<file path="src/rtl/wf_retire_if.sv">
// Handshake bundle between the dispatcher/issue side and the wavefront retire controller.
// The master drives dispatch, done and ack inputs; the slave returns the done report.
interface wf_retire_if #(
    parameter int WF_ID_LENGTH = 6,
    parameter int TAG_WIDTH    = 15
);
    logic                    dispatch2cu_wf_dispatch;
    logic [WF_ID_LENGTH-1:0] dispatch2cu_wf_id;
    logic [TAG_WIDTH-1:0]    dispatch2cu_wf_tag;
    logic                    fetchwave_wf_done_en;
    logic [WF_ID_LENGTH-1:0] fetchwave_wf_done_wf_id;
    logic                    dispatch2cu_wf_done_ack;
    logic                    cu2dispatch_wf_done;
    logic [WF_ID_LENGTH-1:0] cu2dispatch_wf_done_wfid;
    logic [TAG_WIDTH-1:0]    cu2dispatch_wf_tag_done;

    modport master (
        output dispatch2cu_wf_dispatch, dispatch2cu_wf_id, dispatch2cu_wf_tag,
        output fetchwave_wf_done_en, fetchwave_wf_done_wf_id, dispatch2cu_wf_done_ack,
        input  cu2dispatch_wf_done, cu2dispatch_wf_done_wfid, cu2dispatch_wf_tag_done
    );

    modport slave (
        input  dispatch2cu_wf_dispatch, dispatch2cu_wf_id, dispatch2cu_wf_tag,
        input  fetchwave_wf_done_en, fetchwave_wf_done_wf_id, dispatch2cu_wf_done_ack,
        output cu2dispatch_wf_done, cu2dispatch_wf_done_wfid, cu2dispatch_wf_tag_done
    );
endinterface

</file>
<file path="src/rtl/wf_retire_ctrl.sv">
// Wavefront retire controller: tracks busy/pending slots, picks finished slots
// round-robin and reports each to the dispatcher over a valid/ack handshake.
module wf_retire_ctrl #(
    parameter int WF_ID_LENGTH = 6,
    parameter int WF_PER_CU    = 40,
    parameter int TAG_WIDTH    = 15
) (
    input  logic                 clk,
    input  logic                 rst,
    wf_retire_if.slave           bus,
    output logic [WF_PER_CU-1:0] wf_busy_array,
    output logic [WF_PER_CU-1:0] wf_done_pending_array,
    output logic                 protocol_err
);
    typedef enum logic [0:0] {ST_IDLE = 1'b0, ST_REQ = 1'b1} state_t;

    localparam logic [WF_ID_LENGTH:0]   NUM_SLOTS = (WF_ID_LENGTH + 1)'(WF_PER_CU);
    localparam logic [WF_ID_LENGTH-1:0] LAST_ID   = WF_ID_LENGTH'(WF_PER_CU - 1);

    state_t                  state_r, state_n;
    logic [WF_PER_CU-1:0]    busy_r, busy_n, pending_r, pending_n;
    logic [TAG_WIDTH-1:0]    tag_r [WF_PER_CU];
    logic                    done_r, done_n;
    logic [WF_ID_LENGTH-1:0] wfid_r, wfid_n, rr_ptr_r, rr_ptr_n;
    logic [TAG_WIDTH-1:0]    tag_done_r, tag_done_n;
    logic                    err_r, err_n;
    logic                    disp_ok_s, done_ok_s, ack_fire_s, sel_found_s;
    logic [WF_ID_LENGTH-1:0] sel_idx_s;
    logic [WF_ID_LENGTH:0]   scan_s;

    // Qualify incoming dispatch/done/ack events against the current slot state.
    always_comb begin
        disp_ok_s  = 1'b0;
        done_ok_s  = 1'b0;
        err_n      = err_r;
        ack_fire_s = (state_r == ST_REQ) && bus.dispatch2cu_wf_done_ack;
        if (bus.dispatch2cu_wf_dispatch) begin
            if (({1'b0, bus.dispatch2cu_wf_id} < NUM_SLOTS) && !busy_r[bus.dispatch2cu_wf_id]) begin
                disp_ok_s = 1'b1;
            end else begin
                err_n = 1'b1;
            end
        end else begin
            disp_ok_s = 1'b0;
        end
        // A repeated done on an already-pending slot is silently dropped.
        if (bus.fetchwave_wf_done_en) begin
            if (({1'b0, bus.fetchwave_wf_done_wf_id} < NUM_SLOTS) && busy_r[bus.fetchwave_wf_done_wf_id]) begin
                done_ok_s = !pending_r[bus.fetchwave_wf_done_wf_id];
            end else begin
                err_n = 1'b1;
            end
        end else begin
            done_ok_s = 1'b0;
        end
        if (bus.dispatch2cu_wf_done_ack && (state_r != ST_REQ)) begin
            err_n = 1'b1;
        end else begin
            err_n = err_n;
        end
    end

    // Next busy/pending bitmaps; an acked slot is never re-busied in the same cycle.
    always_comb begin
        busy_n    = busy_r;
        pending_n = pending_r;
        if (disp_ok_s) begin
            busy_n[bus.dispatch2cu_wf_id] = 1'b1;
        end else begin
            busy_n = busy_n;
        end
        if (done_ok_s) begin
            pending_n[bus.fetchwave_wf_done_wf_id] = 1'b1;
        end else begin
            pending_n = pending_n;
        end
        if (ack_fire_s) begin
            busy_n[wfid_r]    = 1'b0;
            pending_n[wfid_r] = 1'b0;
        end else begin
            busy_n = busy_n;
        end
    end

    // Round-robin search: first pending slot at or above rr_ptr, wrapping at the last slot.
    always_comb begin
        sel_found_s = 1'b0;
        sel_idx_s   = '0;
        scan_s      = '0;
        for (int i = 0; i < WF_PER_CU; i++) begin
            scan_s = {1'b0, rr_ptr_r} + (WF_ID_LENGTH + 1)'(i);
            if (scan_s >= NUM_SLOTS) begin
                scan_s = scan_s - NUM_SLOTS;
            end else begin
                scan_s = scan_s;
            end
            if (!sel_found_s && pending_r[scan_s[WF_ID_LENGTH-1:0]]) begin
                sel_found_s = 1'b1;
                sel_idx_s   = scan_s[WF_ID_LENGTH-1:0];
            end else begin
                sel_found_s = sel_found_s;
            end
        end
    end

    // Report FSM next state and registered report fields.
    always_comb begin
        state_n    = state_r;
        done_n     = done_r;
        wfid_n     = wfid_r;
        tag_done_n = tag_done_r;
        rr_ptr_n   = rr_ptr_r;
        case (state_r)
            ST_IDLE: begin
                if (sel_found_s) begin
                    state_n    = ST_REQ;
                    done_n     = 1'b1;
                    wfid_n     = sel_idx_s;
                    tag_done_n = tag_r[sel_idx_s];
                end else begin
                    done_n = 1'b0;
                end
            end
            ST_REQ: begin
                if (bus.dispatch2cu_wf_done_ack) begin
                    state_n  = ST_IDLE;
                    done_n   = 1'b0;
                    rr_ptr_n = (wfid_r == LAST_ID) ? '0 : wfid_r + WF_ID_LENGTH'(1);
                end else begin
                    done_n = 1'b1;
                end
            end
            default: begin
                state_n = ST_IDLE;
                done_n  = 1'b0;
            end
        endcase
    end

    // Control state, bitmaps and report registers.
    always_ff @(posedge clk) begin
        if (rst) begin
            state_r    <= ST_IDLE;
            busy_r     <= '0;
            pending_r  <= '0;
            done_r     <= 1'b0;
            wfid_r     <= '0;
            tag_done_r <= '0;
            rr_ptr_r   <= '0;
            err_r      <= 1'b0;
        end else begin
            state_r    <= state_n;
            busy_r     <= busy_n;
            pending_r  <= pending_n;
            done_r     <= done_n;
            wfid_r     <= wfid_n;
            tag_done_r <= tag_done_n;
            rr_ptr_r   <= rr_ptr_n;
            err_r      <= err_n;
        end
    end

    // Tag table: written on an accepted dispatch, cleared when the slot is acked.
    always_ff @(posedge clk) begin
        if (rst) begin
            for (int i = 0; i < WF_PER_CU; i++) begin
                tag_r[i] <= '0;
            end
        end else begin
            if (ack_fire_s) begin
                tag_r[wfid_r] <= '0;
            end
            if (disp_ok_s) begin
                tag_r[bus.dispatch2cu_wf_id] <= bus.dispatch2cu_wf_tag;
            end
        end
    end

    assign bus.cu2dispatch_wf_done      = done_r;
    assign bus.cu2dispatch_wf_done_wfid = wfid_r;
    assign bus.cu2dispatch_wf_tag_done  = tag_done_r;
    assign wf_busy_array                = busy_r;
    assign wf_done_pending_array        = pending_r;
    assign protocol_err                 = err_r;
endmodule

</file>
<file path="src/flat_wrapper.sv">
// flat-port wrapper written by rule: the top's interface ports become plain ports
module wf_retire_ctrl_flat 
#(
    parameter int WF_ID_LENGTH = 6,
    parameter int WF_PER_CU    = 40,
    parameter int TAG_WIDTH    = 15
)
  (clk, rst, wf_busy_array, wf_done_pending_array, protocol_err, bus_dispatch2cu_wf_dispatch, bus_dispatch2cu_wf_id, bus_dispatch2cu_wf_tag, bus_fetchwave_wf_done_en, bus_fetchwave_wf_done_wf_id, bus_dispatch2cu_wf_done_ack, bus_cu2dispatch_wf_done, bus_cu2dispatch_wf_done_wfid, bus_cu2dispatch_wf_tag_done);
  wf_retire_if #(.WF_ID_LENGTH(WF_ID_LENGTH), .TAG_WIDTH(TAG_WIDTH)) bus_i ();
  input  logic clk;
  input  logic rst;
  output logic [WF_PER_CU-1:0] wf_busy_array;
  output logic [WF_PER_CU-1:0] wf_done_pending_array;
  output logic protocol_err;
  input wire logic [$bits(bus_i.dispatch2cu_wf_dispatch)-1:0] bus_dispatch2cu_wf_dispatch;
  input wire logic [$bits(bus_i.dispatch2cu_wf_id)-1:0] bus_dispatch2cu_wf_id;
  input wire logic [$bits(bus_i.dispatch2cu_wf_tag)-1:0] bus_dispatch2cu_wf_tag;
  input wire logic [$bits(bus_i.fetchwave_wf_done_en)-1:0] bus_fetchwave_wf_done_en;
  input wire logic [$bits(bus_i.fetchwave_wf_done_wf_id)-1:0] bus_fetchwave_wf_done_wf_id;
  input wire logic [$bits(bus_i.dispatch2cu_wf_done_ack)-1:0] bus_dispatch2cu_wf_done_ack;
  output wire logic [$bits(bus_i.cu2dispatch_wf_done)-1:0] bus_cu2dispatch_wf_done;
  output wire logic [$bits(bus_i.cu2dispatch_wf_done_wfid)-1:0] bus_cu2dispatch_wf_done_wfid;
  output wire logic [$bits(bus_i.cu2dispatch_wf_tag_done)-1:0] bus_cu2dispatch_wf_tag_done;
  assign bus_i.dispatch2cu_wf_dispatch = bus_dispatch2cu_wf_dispatch;
  assign bus_i.dispatch2cu_wf_id = bus_dispatch2cu_wf_id;
  assign bus_i.dispatch2cu_wf_tag = bus_dispatch2cu_wf_tag;
  assign bus_i.fetchwave_wf_done_en = bus_fetchwave_wf_done_en;
  assign bus_i.fetchwave_wf_done_wf_id = bus_fetchwave_wf_done_wf_id;
  assign bus_i.dispatch2cu_wf_done_ack = bus_dispatch2cu_wf_done_ack;
  assign bus_cu2dispatch_wf_done = bus_i.cu2dispatch_wf_done;
  assign bus_cu2dispatch_wf_done_wfid = bus_i.cu2dispatch_wf_done_wfid;
  assign bus_cu2dispatch_wf_tag_done = bus_i.cu2dispatch_wf_tag_done;
  wf_retire_ctrl #(.WF_ID_LENGTH(WF_ID_LENGTH), .WF_PER_CU(WF_PER_CU), .TAG_WIDTH(TAG_WIDTH)) u_core (.clk(clk), .rst(rst), .bus(bus_i), .wf_busy_array(wf_busy_array), .wf_done_pending_array(wf_done_pending_array), .protocol_err(protocol_err));
endmodule
</file>
<file path="config.mk">
export PLATFORM = sky130hd
export DESIGN_NAME = wf_retire_ctrl_flat
export DESIGN_NICKNAME = d
export VERILOG_FILES = /design/src/rtl/wf_retire_if.sv /design/src/rtl/wf_retire_ctrl.sv /design/src/flat_wrapper.sv
export SDC_FILE = /design/constraint.sdc
export NUM_CORES = 2
export LEC_CHECK = 0
export ABC_AREA = 1
export CORE_UTILIZATION = 45
export CTS_BUF_LIST = sky130_fd_sc_hd__clkbuf_4
export CTS_CLUSTER_SIZE = 24
export DETAILED_ROUTE_END_ITERATION = 8
export SLEW_MARGIN = 40
export SYNTH_ARGS = -nofsm -noshare
export SYNTH_HDL_FRONTEND = slang
export SYNTH_SLANG_ARGS = --single-unit
</file>
<file path="constraint.sdc">
create_clock -name clk -period 7.1 [get_ports clk]
set_input_delay 0.71 -clock clk [delete_from_list [all_inputs] [get_ports clk]]
set_output_delay 0.71 -clock clk [all_outputs]
set_load 0.05 [all_outputs]
</file>
# Yosys cells after proc, flatten, opt, wreduce, memory -nomap -nowiden
# Memory sizes are Yosys's and may differ from the RTL's. A register that Yosys moved wholly into a read port is not among the register bits.
# Cells that the tools add are included.
[totals] register_bits=94 latch_bits=0 ram_bits=600 rom_bits=0 input_bits=32 out_inout_bits=103 mem_count=1
[classes] n_addsub=80 mul=0 n_div=0 order_cmp=88 eq_ne=1 shifts=0 n_mux=243 n_bitwise=6 n_reduce_logical=91
[mem_list] name="u_core.tag_r" depth=40 word_bits=15 read_ports=1 rd_ports_with_merged_regs=1 wr=40 line="wf_retire_ctrl.sv:22" source="logic [TAG_WIDTH-1:0] tag_r [WF_PER_CU];"
[op_table] operator="two-way mux 6 bit" count=83
[op_table] operator="< comparator 6 x 7 -> 1 bit, second input constant" count=43
[op_table] operator="greater-or-equal comparator 7 x 6 -> 1 bit, second input constant" count=39
[op_table] operator="binary-select mux 1 bit (select 6 bit)" count=43
[op_table] operator="subtractor 6 bit, second input constant" count=40
[op_table] operator="two-way mux 40 bit" count=4
[op_table] operator="adder 6 x 5 -> 7 bit, second input constant" count=16
[op_table] operator="two-way mux 1 bit" count=107
[op_table] operator="AND 40 bit" count=2
[op_table] operator="OR 40 bit" count=2
[op_table] operator="adder 6 x 4 -> 7 bit, second input constant" count=8
[op_table] operator="adder 6 x 6 -> 7 bit, second input constant" count=8
[op_table] operator="logical AND 1 bit" count=46
[op_table] operator="logical NOT 1 bit" count=41
[op_table] operator="NOT 40 bit" count=1
[op_table] operator="two-way mux 15 bit" count=2
[op_table] operator="OR reduction 15 bit" count=2
[op_table] operator="adder 6 x 3 -> 7 bit, second input constant" count=4
[op_table] operator="demux 1 bit (select 6 bit)" count=3
[op_table] operator="greater-or-equal comparator 6 x 1 -> 1 bit, second input constant" count=3
[op_table] operator="adder 6 x 2 -> 7 bit, second input constant" count=2
[op_table] operator="< comparator 6 bit, second input constant" count=2
[op_table] operator="adder 6 x 1 -> 7 bit, second input constant" count=1
[op_table] operator="adder 6 x 1 -> 6 bit, second input constant" count=1
[op_table] operator="other kinds (5)" count=6

# Logic depth before layout (Yosys ltp)
[depth] word_depth=124 depth_mapped=60

# Worst setup path after synthesis
# No wires, ideal clock.
[synth_path] path_kind="register to register" startpoint="reg u_core.rr_ptr_r[1]" endpoint="reg u_core.tag_done_r[10] (netlist: u_core.bus.cu2dispatch_wf_tag_done[10]), read port of u_core.tag_r" setup_time_ns=0.110 arrival_time_ns=6.701 t_required_ns=6.990 path_slack_ns=0.289 path_stages_with_launch=53 path_buffers=7 cell_sequence="dfxtp_1 > buf_4 > inv_2 > buf_6 > buf_4 > clkbuf_1 > ha_1 > ha_1 > clkbuf_1 > inv_1 > nand2_1 > nor2_2 > nand3_2 > nand2_2 > nand2_1 > nand2_1 > nand2_1 > nand3_1 > [... 17 more ...] > nor2_4 > nand4_2 > nor2_2 > nand3_1 > nor2_2 > nand2_1 > nand4_2 > buf_2 > buf_2 > nand3_1 > nand3_1 > nand3_1 > nand3_1 > nand2_1 > nand2_1 > nand3_1 > nand2_1 > inv_1"
[synth_via] elab_chain_len=123 word_cells_on_any_way=398 cone_classes="add/sub (79); order compare (40); mux (200); reduce/logical (79)"
[synth_rtl] element="start: declaration" line="wf_retire_ctrl.sv:24" source="logic [WF_ID_LENGTH-1:0] wfid_r, wfid_n, rr_ptr_r, rr_ptr_n;"
[synth_rtl] element="start signal: assignment" line="wf_retire_ctrl.sv:158" source="rr_ptr_r <= rr_ptr_n;"
[synth_rtl] element="branches (longest 123 deep; another with adder 6 x 1 -> 7 bit)"
[synth_rtl] element="end: declaration" line="wf_retire_ctrl.sv:25" source="logic [TAG_WIDTH-1:0] tag_done_r, tag_done_n;"
# Several ways; the timed one is not identified. The select of a mux whose other input is x is not followed.
# A chain may end at the register's enable or synchronous reset.

# Final worst setup path
[layout_path] startpoint="reg u_core.rr_ptr_r[1]" endpoint="reg u_core.tag_done_r[13] (netlist: u_core.bus.cu2dispatch_wf_tag_done[13]), read port of u_core.tag_r"
# Same word-level chain as after synthesis.

==> impl_metrics.json <==
{
  "synth_area_um2": 58300,
  "drt_wl_total_mm": 266,
  "fin_skew_ps": 126,
  "cts_made_buffers": 310,
  "wl_per_cell_um": 26.3,
  "h-tree-depth": 5,
  "layout.nets": 8274,
  "status": "finished clean",
  "cts.sinks": 1069,
  "ys_async_sr_fraction_pct": 0,
  "timing.final.hold_violations": 0,
  "grt_max_degree": 67,
  "final-seq-area_um2": 31000,
  "synth-compound-area-share_pct": 6.15,
  "max_stage_delay_ps": 360,
  "relSlewSlack_pct": 35.2,
  "crit_type": "reg2reg",
  "yosysTopAreaCell": "edfxtp_1",
  "clk_latency_ps": 1300,
  "setup_violations": 0,
  "synthTopCellsByArea": "edfxtp_1 (49%), nand3_1 (13%), nand2_1 (9.4%)",
  "tightest_slew_ps": 962,
  "synth_mux_area_share_pct": 0.124,
  "hold_start": "rst",
  "fp.dieH_um": 362,
  "critPathTopFamily": "simple AND/OR/NAND/NOR gates",
  "required_ps": 8260,
  "gp_congestion": 1.08,
  "dp_hpwl_mm": 185,
  "r2r_start": "u_core.rr_ptr_r[1]",
  "yosysTopAreaCellShare_pct": 49.5,
  "detail-route-antenna-nets": 0,
  "drive_gt1_share_pct": 23.4,
  "min_path_cells": 3,
  "cpMostUsedCell": "buf_4",
  "slowest_stage": "dfxtp_4",
  "drc": 0,
  "r2r_end": "u_core.bus.cu2dispatch_wf_tag_done[13]",
  "period_minus_slack_ps": 6910,
  "synth_most_common_cell": "nand3_1",
  "whs_ps": 196,
  "reg2reg_depth": 46,
  "ys_types": 69,
  "synth_warnings": 0,
  "synth_edf_count": 960,
  "max_freq_ghz": 0.145,
  "worstSetupStartpointType": "register",
  "grt_first_pass_wirelength_mm": 358,
  "synth_common_cells": "nand3_1 (1,465), nand2_1 (1,462), edfxtp_1 (960)",
  "pin_count": 135,
  "arrival_ps": 8070,
  "cp_max_fo": 15,
  "core_area_um2": 128000,
  "cts_tree": "yes",
  "multi_input_area_um2": 26500,
  "root_buffer": "clkbuf_4",
  "min_to": "u_core.protocol_err",
  "die-area_um2": 131000,
  "syn_to_final_growth_pct": 32.0,
  "gr-usage-all-layers_pct": 37.8,
  "start_util_pct": 45.5,
  "synthXorXnorAreaFrac_pct": 1.53,
  "critPathCaptureType": "register",
  "fin_crit_sh_pct": 97.3,
  "max-clock-path-buffers": 4,
  "rrSetupSlack_ps": 190,
  "grt_pass1_vias": 52963,
  "yosys.area_share.adder_pct": 1.39,
  "clkTransAtPathRegs_ps": 60,
  "hold_class": "in2reg",
  "place.port_buffers": 134,
  "yosys_register_bits": 1069,
  "firstDrtPassIters": 6,
  "syn_inst": 6859,
  "syn_avg_cell_area_um2": 8.50,
  "synth-main-ff-cell": "edfxtp_1",
  "fillCellCount": 11434,
  "seq_area_frac_synth_pct": 53.2,
  "drv_slew": 0,
  "rsz0062_at_grt": "yes",
  "maxCapViolCount": 0,
  "synth_top_family_by_area": "simple AND/OR/NAND/NOR gates",
  "num_vias": 57364,
  "die_x_um": 362,
  "crit_buf_inv": 14,
  "drt_iter0_markers": 7365,
  "synth-simple-area-share_pct": 30.2,
  "antenna_found_initial": 8,
  "num_rows": 131,
  "grt-ovfl-total": 0,
  "vias_per_cell": 5.67
}
layer usage:
metal / share of wire, % / track usage, %
met1: 37 / 47.1
met2: 46 / 60.2
met3: 10 / 8.04
met4: 7.0 / 23.2
met5: 0.016 / 0
final cells by class:
type / instances / share of cell area, %
sequential: 1069 / 40.3
multi-input combinational: 5109 / 34.4
timing repair buffer: 1082 / 14.5
clock buffer: 491 / 4.79
inverter: 606 / 2.98
tap: 1729 / 2.81
clock inverter: 27 / 0.174
antenna: 4 / 0.0130
state kept, by name, summed over array words and instances (netlist names):
register and count:
u_core.bus.cu2dispatch_wf_tag_done 15, u_core.rr_ptr_r 6, u_core.tag_r 960, u_core.protocol_err 1, u_core.wf_busy_array 40, u_core.state_r 1
u_core.wf_done_pending_array 40, u_core.bus.cu2dispatch_wf_done_wfid 6
cells in the final DEF, fill, tap and decap left out, drive strengths merged, types with 81 or more instances in the layout:
master         Yosys  layout
nor2             820     820
a21oi            175     175
edfxtp           960     960
clkbuf           201     535
conb               1     360
xor2              81      81
o21ai            231     231
nand2           1485    1485
clkdlybuf4s50      0     133
buf              233     902
nand3           1470    1470
inv              593     596
dfxtp            109     109
kinds of logic (layout without fill, tap and decap cells):
kind of cell    after synthesis  in the layout
simple gates               3974           3974
mux                           7              7
fa+ha+maj                    64             64
flops                      1069           1069
other cells                   1            364
buf+inv                    1040           2206
xor+xnor                     94             94
compound gates              610            610
how the worst max path moves through the flow:
stage	from	end	slack, ps	cells after the start
floorplan	u_core.rr_ptr_r[1]	u_core.bus.cu2dispatch_wf_tag_done[10]	290	52
detailed placement	u_core.rr_ptr_r[1]	u_core.bus.cu2dispatch_wf_tag_done[10]	-410	51
global route	u_core.rr_ptr_r[3]	u_core.bus.cu2dispatch_wf_tag_done[8]	-230	52
finish	u_core.rr_ptr_r[1]	u_core.bus.cu2dispatch_wf_tag_done[13]	190	46
CTS	u_core.rr_ptr_r[3]	u_core.bus.cu2dispatch_wf_tag_done[2]	-2	49
global placement	u_core.rr_ptr_r[1]	u_core.bus.cu2dispatch_wf_tag_done[10]	-400	53
timing repair:
| action | CTS | global route |
|---|---|---|
| gates resized for setup | 69 | 490 |
| cloned | 6 | 46 |
| setup endpoints to repair | 15 | 17 |
| hold endpoints to repair | 3 | 0 |
| setup buffers | 8 | 81 |
| pin swaps | 9 | 88 |
| hold buffers | 1 | 0 |
stage by stage:
step	setup WS [ps]	util (%)	cells	instance area (um^2)	TNS, ps
after detailed placement	-407	53.4	9456	68300	-4230
after floorplan	289	-	7218	59600	0
after global routing	-226	60.1	10117	77000	-2570
final	195	60.1	10117	77000	0
after CTS	-2.47	56.9	9989	72800	-2.47
after global placement	-398	53.3	9453	68200	-4090
worst min-delay path, delay by kind of cell:
family | cells | cell delay, ps
AO/OA/AOI/OAI | 1 | 160
buffers and inverters | 2 | 460
Power is not shown: default switching activity piles up to over one toggle a cycle in this logic, so the estimate is an artifact.
